==> src/rtl/angle_cmd_ctrl_pkg.sv <==
// Shared types and default constants for the angle command controller.
// State encodings are fixed so state values seen on a debug bus match older captures.
package angle_cmd_ctrl_pkg;

  typedef enum logic [2:0] {
    IDLE    = 3'b000,
    WAIT_HI = 3'b001,
    WAIT_LO = 3'b010,
    PEND    = 3'b011,
    SEND    = 3'b100
  } state_t;

  localparam logic [3:0] DEF_HDR_TAG   = 4'hA;
  localparam logic [7:0] DEF_ACK_BYTE  = 8'hA5;
  localparam logic [7:0] DEF_NACK_BYTE = 8'h5A;

  // A first frame byte is usable only with clean parity and the expected tag nibble.
  function automatic logic header_ok(input logic [7:0] b, input logic perr,
                                     input logic [3:0] tag);
    return !perr && (b[7:4] == tag);
  endfunction

endpackage

==> src/rtl/angle_cmd_ctrl_if.sv <==
// UART-facing byte bus of the angle command controller.
// master = UART side (receiver and transmitter), slave = controller.
interface angle_cmd_ctrl_if;
  logic [7:0] rx_data;
  logic       rx_done;
  logic       parity_error;
  logic       tx_busy;
  logic       start_tx;
  logic [7:0] data_to_tx;

  modport master (
    output rx_data, rx_done, parity_error, tx_busy,
    input  start_tx, data_to_tx
  );

  modport slave (
    input  rx_data, rx_done, parity_error, tx_busy,
    output start_tx, data_to_tx
  );
endinterface

==> src/rtl/angle_cmd_ctrl_timer.sv <==
// Inter-byte timeout: reloadable down-counter, expired while running at zero.
// clear loads TIMEOUT_CYCLES-1 so expiry lands TIMEOUT_CYCLES cycles after the load edge.
module inter_byte_timer #(
  parameter int unsigned TIMEOUT_CYCLES = 24000
) (
  input  logic clk,
  input  logic reset,
  input  logic clear,
  input  logic run,
  output logic expired
);

  localparam int unsigned W = (TIMEOUT_CYCLES > 1) ? $clog2(TIMEOUT_CYCLES) : 1;
  localparam logic [W-1:0] LOAD = W'(TIMEOUT_CYCLES - 1);

  logic [W-1:0] count;

  always_ff @(posedge clk or posedge reset) begin
    if (reset)                     count <= '0;
    else if (clear)                count <= LOAD;
    else if (run && count != '0)   count <= count - W'(1);
  end

  assign expired = run && !clear && (count == '0);

endmodule

==> src/rtl/angle_cmd_ctrl.sv <==
// Receive-side angle command controller: assembles two-byte frames, applies
// accepted angles on modulator period boundaries and answers with ACK/NACK.
module angle_cmd_ctrl
  import angle_cmd_ctrl_pkg::*;
#(
  parameter int unsigned TIMEOUT_CYCLES = 24000,
  parameter int unsigned ANGLE_MAX      = 3600,
  parameter logic [3:0]  HDR_TAG        = DEF_HDR_TAG,
  parameter logic [7:0]  ACK_BYTE       = DEF_ACK_BYTE,
  parameter logic [7:0]  NACK_BYTE      = DEF_NACK_BYTE
) (
  input  logic                   clk,
  input  logic                   reset,
  input  logic                   enable,
  input  logic                   period_sync,
  angle_cmd_ctrl_if.slave        bus,
  output logic [11:0]            angle,
  output logic                   angle_valid,
  output logic                   frame_err
);

  state_t      state, state_n;
  logic [3:0]  hi_nib, hi_n;
  logic [11:0] pend, pend_n, angle_n;
  logic [7:0]  reply, reply_n, tx_byte, tx_byte_n;
  logic        tx_start, tx_start_n, av_n, ferr_n;
  logic        hdr_ok, lo_ok, expired, tmr_clear, tmr_run;
  logic [11:0] lo_val;

  assign hdr_ok    = header_ok(bus.rx_data, bus.parity_error, HDR_TAG);
  assign lo_val    = {hi_nib, bus.rx_data};
  assign lo_ok     = !bus.parity_error && (32'(lo_val) < ANGLE_MAX);
  assign tmr_clear = enable && (state == WAIT_HI) && bus.rx_done && hdr_ok;
  assign tmr_run   = enable && (state == WAIT_LO);

  inter_byte_timer #(.TIMEOUT_CYCLES(TIMEOUT_CYCLES)) u_timer (
    .clk     (clk),
    .reset   (reset),
    .clear   (tmr_clear),
    .run     (tmr_run),
    .expired (expired)
  );

  always_ff @(posedge clk or posedge reset) begin
    if (reset) state <= IDLE;
    else       state <= state_n;
  end

  always_comb begin
    state_n = state;
    if (!enable) state_n = IDLE;
    else begin
      case (state)
        IDLE:    state_n = WAIT_HI;
        WAIT_HI: if (bus.rx_done && hdr_ok) state_n = WAIT_LO;
        // a byte arriving on the expiry cycle takes precedence over the timeout
        WAIT_LO: if (bus.rx_done)    state_n = lo_ok ? PEND : SEND;
                 else if (expired)   state_n = SEND;
        PEND:    if (period_sync)    state_n = SEND;
        SEND:    if (!bus.tx_busy)   state_n = WAIT_HI;
        default: state_n = IDLE;
      endcase
    end
  end

  always_comb begin
    hi_n       = hi_nib;
    pend_n     = pend;
    reply_n    = reply;
    angle_n    = angle;
    tx_byte_n  = tx_byte;
    tx_start_n = 1'b0;
    av_n       = 1'b0;
    ferr_n     = 1'b0;
    if (enable) begin
      case (state)
        WAIT_HI: if (bus.rx_done) begin
          if (hdr_ok) hi_n   = bus.rx_data[3:0];
          else        ferr_n = 1'b1;
        end
        WAIT_LO: if (bus.rx_done) begin
          if (lo_ok) pend_n = lo_val;
          else begin
            ferr_n  = 1'b1;
            reply_n = NACK_BYTE;
          end
        end else if (expired) begin
          ferr_n  = 1'b1;
          reply_n = NACK_BYTE;
        end
        // bytes arriving while a frame is still being applied or answered are dropped
        PEND: begin
          ferr_n = bus.rx_done;
          if (period_sync) begin
            angle_n = pend;
            av_n    = 1'b1;
            reply_n = ACK_BYTE;
          end
        end
        SEND: begin
          ferr_n = bus.rx_done;
          if (!bus.tx_busy) begin
            tx_start_n = 1'b1;
            tx_byte_n  = reply;
          end
        end
        default: ;
      endcase
    end
  end

  always_ff @(posedge clk or posedge reset) begin
    if (reset) begin
      hi_nib      <= '0;
      pend        <= '0;
      reply       <= '0;
      angle       <= '0;
      tx_byte     <= '0;
      tx_start    <= 1'b0;
      angle_valid <= 1'b0;
      frame_err   <= 1'b0;
    end else begin
      hi_nib      <= hi_n;
      pend        <= pend_n;
      reply       <= reply_n;
      angle       <= angle_n;
      tx_byte     <= tx_byte_n;
      tx_start    <= tx_start_n;
      angle_valid <= av_n;
      frame_err   <= ferr_n;
    end
  end

  assign bus.start_tx   = tx_start;
  assign bus.data_to_tx = tx_byte;

endmodule

==> src/flat_wrapper.sv <==
// flat-port wrapper written by rule: the top's interface ports become plain ports
module angle_cmd_ctrl_flat import angle_cmd_ctrl_pkg::*;
#(
  parameter int unsigned TIMEOUT_CYCLES = 24000,
  parameter int unsigned ANGLE_MAX      = 3600,
  parameter logic [3:0]  HDR_TAG        = DEF_HDR_TAG,
  parameter logic [7:0]  ACK_BYTE       = DEF_ACK_BYTE,
  parameter logic [7:0]  NACK_BYTE      = DEF_NACK_BYTE
)
  (clk, reset, enable, period_sync, angle, angle_valid, frame_err, bus_rx_data, bus_rx_done, bus_parity_error, bus_tx_busy, bus_start_tx, bus_data_to_tx);
  angle_cmd_ctrl_if bus_i ();
  input  logic clk;
  input  logic reset;
  input  logic enable;
  input  logic period_sync;
  output logic [11:0] angle;
  output logic angle_valid;
  output logic frame_err;
  input wire logic [$bits(bus_i.rx_data)-1:0] bus_rx_data;
  input wire logic [$bits(bus_i.rx_done)-1:0] bus_rx_done;
  input wire logic [$bits(bus_i.parity_error)-1:0] bus_parity_error;
  input wire logic [$bits(bus_i.tx_busy)-1:0] bus_tx_busy;
  output wire logic [$bits(bus_i.start_tx)-1:0] bus_start_tx;
  output wire logic [$bits(bus_i.data_to_tx)-1:0] bus_data_to_tx;
  assign bus_i.rx_data = bus_rx_data;
  assign bus_i.rx_done = bus_rx_done;
  assign bus_i.parity_error = bus_parity_error;
  assign bus_i.tx_busy = bus_tx_busy;
  assign bus_start_tx = bus_i.start_tx;
  assign bus_data_to_tx = bus_i.data_to_tx;
  angle_cmd_ctrl #(.TIMEOUT_CYCLES(TIMEOUT_CYCLES), .ANGLE_MAX(ANGLE_MAX), .HDR_TAG(HDR_TAG), .ACK_BYTE(ACK_BYTE), .NACK_BYTE(NACK_BYTE)) u_core (.clk(clk), .reset(reset), .enable(enable), .period_sync(period_sync), .bus(bus_i), .angle(angle), .angle_valid(angle_valid), .frame_err(frame_err));
endmodule
==> config.mk <==
export PLATFORM = sky130hd
export DESIGN_NAME = angle_cmd_ctrl_flat
export DESIGN_NICKNAME = d
export VERILOG_FILES = /design/src/rtl/angle_cmd_ctrl_pkg.sv /design/src/rtl/angle_cmd_ctrl_if.sv /design/src/rtl/angle_cmd_ctrl_timer.sv /design/src/rtl/angle_cmd_ctrl.sv /design/src/flat_wrapper.sv
export SDC_FILE = /design/constraint.sdc
export NUM_CORES = 1
export LEC_CHECK = 0
export CAP_MARGIN = 20
export CORE_MARGIN = 4
export CORE_UTILIZATION = 48
export CTS_BUF_LIST = sky130_fd_sc_hd__clkbuf_16
export CTS_CLUSTER_DIAMETER = 100
export DETAILED_ROUTE_END_ITERATION = 7
export PLACE_DENSITY = 0.75
export SYNTH_ARGS = -nofsm -noshare
export SYNTH_HDL_FRONTEND = slang
export SYNTH_HIERARCHICAL = 1
export SYNTH_SLANG_ARGS = --single-unit
==> constraint.sdc <==
create_clock -name clk -period 2.4 [get_ports clk]
set_clock_uncertainty 0.1 [all_clocks]
set_input_delay 0.48 -clock clk [delete_from_list [all_inputs] [get_ports clk]]
set_output_delay 0.48 -clock clk [all_outputs]
set_load 0.02 [all_outputs]
==> flow_summary.yaml <==
clocking:
  cts_tree: "yes"
  numCtsBuffers: 5
  htreeDepth: 2
  cts_hold_buf: 0
  postCtsSetupRepairBufs: 0
  cts_root_buf: "clkbuf_16"
  insertion_delay_ns: 0.29
  clock_path_buffers: 2
  cts.reportedPaths.clkPinSlew_ns: 0.07
  ctsResizeCount: 0
  cts.sinks: 53
synth:
  ys.flop_type: "dfrtp_1"
  synth_nets: 225
  synth_top_cell_by_area: "dfrtp_1"
  yosys-top-cells-area: "dfrtp_1 (53%), mux2_2 (9.4%), mux2_4 (5.4%), buf_4 (2.1%), nor3_1 (2.0%)"
  yosysTopAreaCellShare_pct: 52.9
  syn_area_per_cell_um2: 12.0
  synth-edff-count: 0
  yosysSeqAreaShare_pct: 52.9
  ys_ff_latch: 53
  yosysWarnings: 6
  synth_async_sr_flop_share_pct: 100
  netlist_instances: 209
  syn_area_um2: 2510
  ys_types: 47
final_layout:
  multi_input_area_um2: 1080
  num-nets-final: 285
  final_layout_size_suffix_gt1_share_pct: 27.8
  area_growth_syn_to_layout_pct: 31.6
  seq_area_um2: 1330
  n_antenna_cell: 0
  nFillCells: 417
pwr:
  power_frac_seq_pct: 46.7
  power_mw: 2.17
  p_switching_uw: 574
  power.share.switching_pct: 26.4
  p_int_mw: 1.60
  leakagePower_nw: 1.57
  p_clk_share_pct: 37.0
  power_density_nw_per_um2: 659
  p_comb_share_pct: 16.2
  peakVddDrop_uv: 478
setup_path:
  crit_type: "in -> reg"
  cp-end-kind: "flip-flop"
  worstPathArrival_ns: 2.31
  crit_start: "enable"
  cp.required_ns: 2.49
  rr_startpoint: "u_core/u_timer/count[6]"
  startpoint_type: "input port"
  crit_fanout: 2
place:
  dp_slack_ns: -0.248
  io_buffers: 37
  place_hpwl_um: 3740
  gp_congestion: 0.833
timing:
  hold-worst-slack_ns: 0.387
  finalHoldViolations: 0
  worst_slew_pin_slew_ns: 0.580
  finalSetupViolations: 0
  fmax_ghz: 0.449
  relSlewSlack_pct: 61.3
  rsz0062_at_grt: "no"
  slew_violations: 0
  setup_ws_ns: 0.173
  period_share_pct: 92.8
  period_needed_ns: 2.23
drt:
  via_count: 1835
  viasPerCell: 5.40
  drtPass1Iterations: 4
  ant_nets: 0
  drt_iter0_drc: 136
  drt-total-wl_um: 5370
  drc: 0
  wl_per_cell_um: 15.8
global_route:
  grt_max_degree: 39
  grt_antenna_before_repair: 0
  overflow: 0
  grt_first_pass_wirelength_um: 9040
  track_usage_pct: 18.1
  grt_pass1_vias: 1872
worst_hold_path:
  hold_start: "u_core/reply[5]"
  hold_class: "reg -> reg"
die:
  die_h_um: 80.3
  pin_count: 38
  num_rows: 26
  die_w_um: 80.3
  start_util_pct: 49.4
  coreArea_um2: 5070
  die_area_um2: 6440
outcome:
  status: "complete, no violations"
run:
  maxCapViolations: 0
path summary, 6_finish.rpt:
path / slack [ns] / end / cells past startpoint
max in group asynchronous: 1.34 / u_core/bus.data_to_tx[6] / 3
worst min register to register: 0.39 / u_core/reply[5] / 1
min in group asynchronous: 0.47 / u_core/u_timer/count[0] / 2
worst max-delay path: 0.17 / u_core/reply[5] / 10
worst max register to register: 0.22 / u_core/reply[5] / 7
worst min-delay path: 0.39 / u_core/reply[5] / 1
registers in the layout, indices dropped and copies added, names as in the netlist:
name,count
u_core/u_timer/count,15
u_core/angle,12
u_core/pend,12
u_core/hi_nib,4
u_core/state,3
u_core/bus.data_to_tx,2
u_core/reply,2
u_core/angle_valid,1
u_core/bus.start_tx,1
u_core/frame_err,1
final cells by class:
| type | instances | area share [%] |
|---|---|---|
| clock buffers | 5 | 3.80 |
| clock inverters | 3 | 1.25 |
| inverters | 9 | 1.02 |
| multi-input cells | 135 | 32.7 |
| flip-flops and latches | 53 | 40.2 |
| well taps | 70 | 2.66 |
| repair buffers | 65 | 18.4 |
critical path, cell delays in order:
cell,delay (ns)
clkdlybuf4s50_1,0.48
nand3b_1,0.11
nor2_1,0.13
and3b_1,0.20
nand3_1,0.15
nor4_4,0.21
nor3_1,0.12
nor3_2,0.20
nand2_1,0.08
a21o_1,0.17
power groups by stage:
| stage | sequential [mW] | combinational [mW] | clock, mW |
|---|---|---|---|
| floorplan | 1.01 | 0.214 | 0 |
| global route | 1.03 | 0.391 | 0.850 |
| finish | 1.02 | 0.353 | 0.805 |
| global placement | 1.03 | 0.334 | 0 |
| CTS | 1.01 | 0.346 | 0.826 |
| detailed placement | 1.03 | 0.344 | 0 |
layer usage:
metal	vias up	track usage, %	routed length (um)
li1	880	-	-
met1	903	24.7	2460
met2	46	28.3	2600
met3	6	4.71	254
met4	0	5.57	52
met5	-	0	0
kinds of logic (layout without fill, tap and decap cells):
| kind of cell | count (synthesis) | in the layout | share of synthesized area (%) |
|---|---|---|---|
| fa+ha+maj | 1 | 1 | 0.499 |
| buf+inv | 21 | 82 | 5.14 |
| compound gates | 36 | 36 | 10.3 |
| mux | 31 | 31 | 15.2 |
| simple gates | 67 | 67 | 15.9 |
| flops | 53 | 53 | 52.9 |
stage by stage:
stage	utilization [%]	TNS [ns]	cells	cell area (um2)
3_3_place_gp	61.2	-0.958	332	3100
3_5_place_dp	61.2	-1.45	332	3100
6_report	65.0	0	340	3300
5_1_grt	65.0	0	340	3300
4_1_cts	64.4	0	340	3270
2_1_floorplan	-	0	209	2510
placed cells by master, fill, tap and decap left out, types with 2 or more instances in the layout:
cell	count
a211o_1	3
a21o_1	3
a21oi_1	8
a31oi_1	2
and3_1	3
and3b_1	2
buf_12	2
buf_4	26
clkbuf_16	5
clkdlybuf4s50_1	37
dfrtp_1	53
inv_1	9
mux2_2	21
mux2_4	9
nand2_1	11
nand3_1	7
nand3b_1	2
nor2_1	8
nor2b_1	3
nor3_1	9
nor4_1	2
o21ai_0	8
o21ai_1	2
or3_1	5
or4_1	2
Yosys cell counts, types with 2 or more instances:
cell type	n
a21oi_1	8
buf_4	7
mux2_2	21
mux2_4	9
nand2_1	11
nor4_1	4
and3_1	3
or4_1	2
and3b_1	2
a31oi_1	2
nand3b_1	2
dfrtp_1	53
buf_6	3
nor2b_1	3
inv_1	9
a21o_1	3
o21ai_1	2
or3_1	5
nor2_1	8
a211o_1	3
nand3_1	7
o21ai_0	8
nor3_1	10
(Power assumes the default switching activity.)
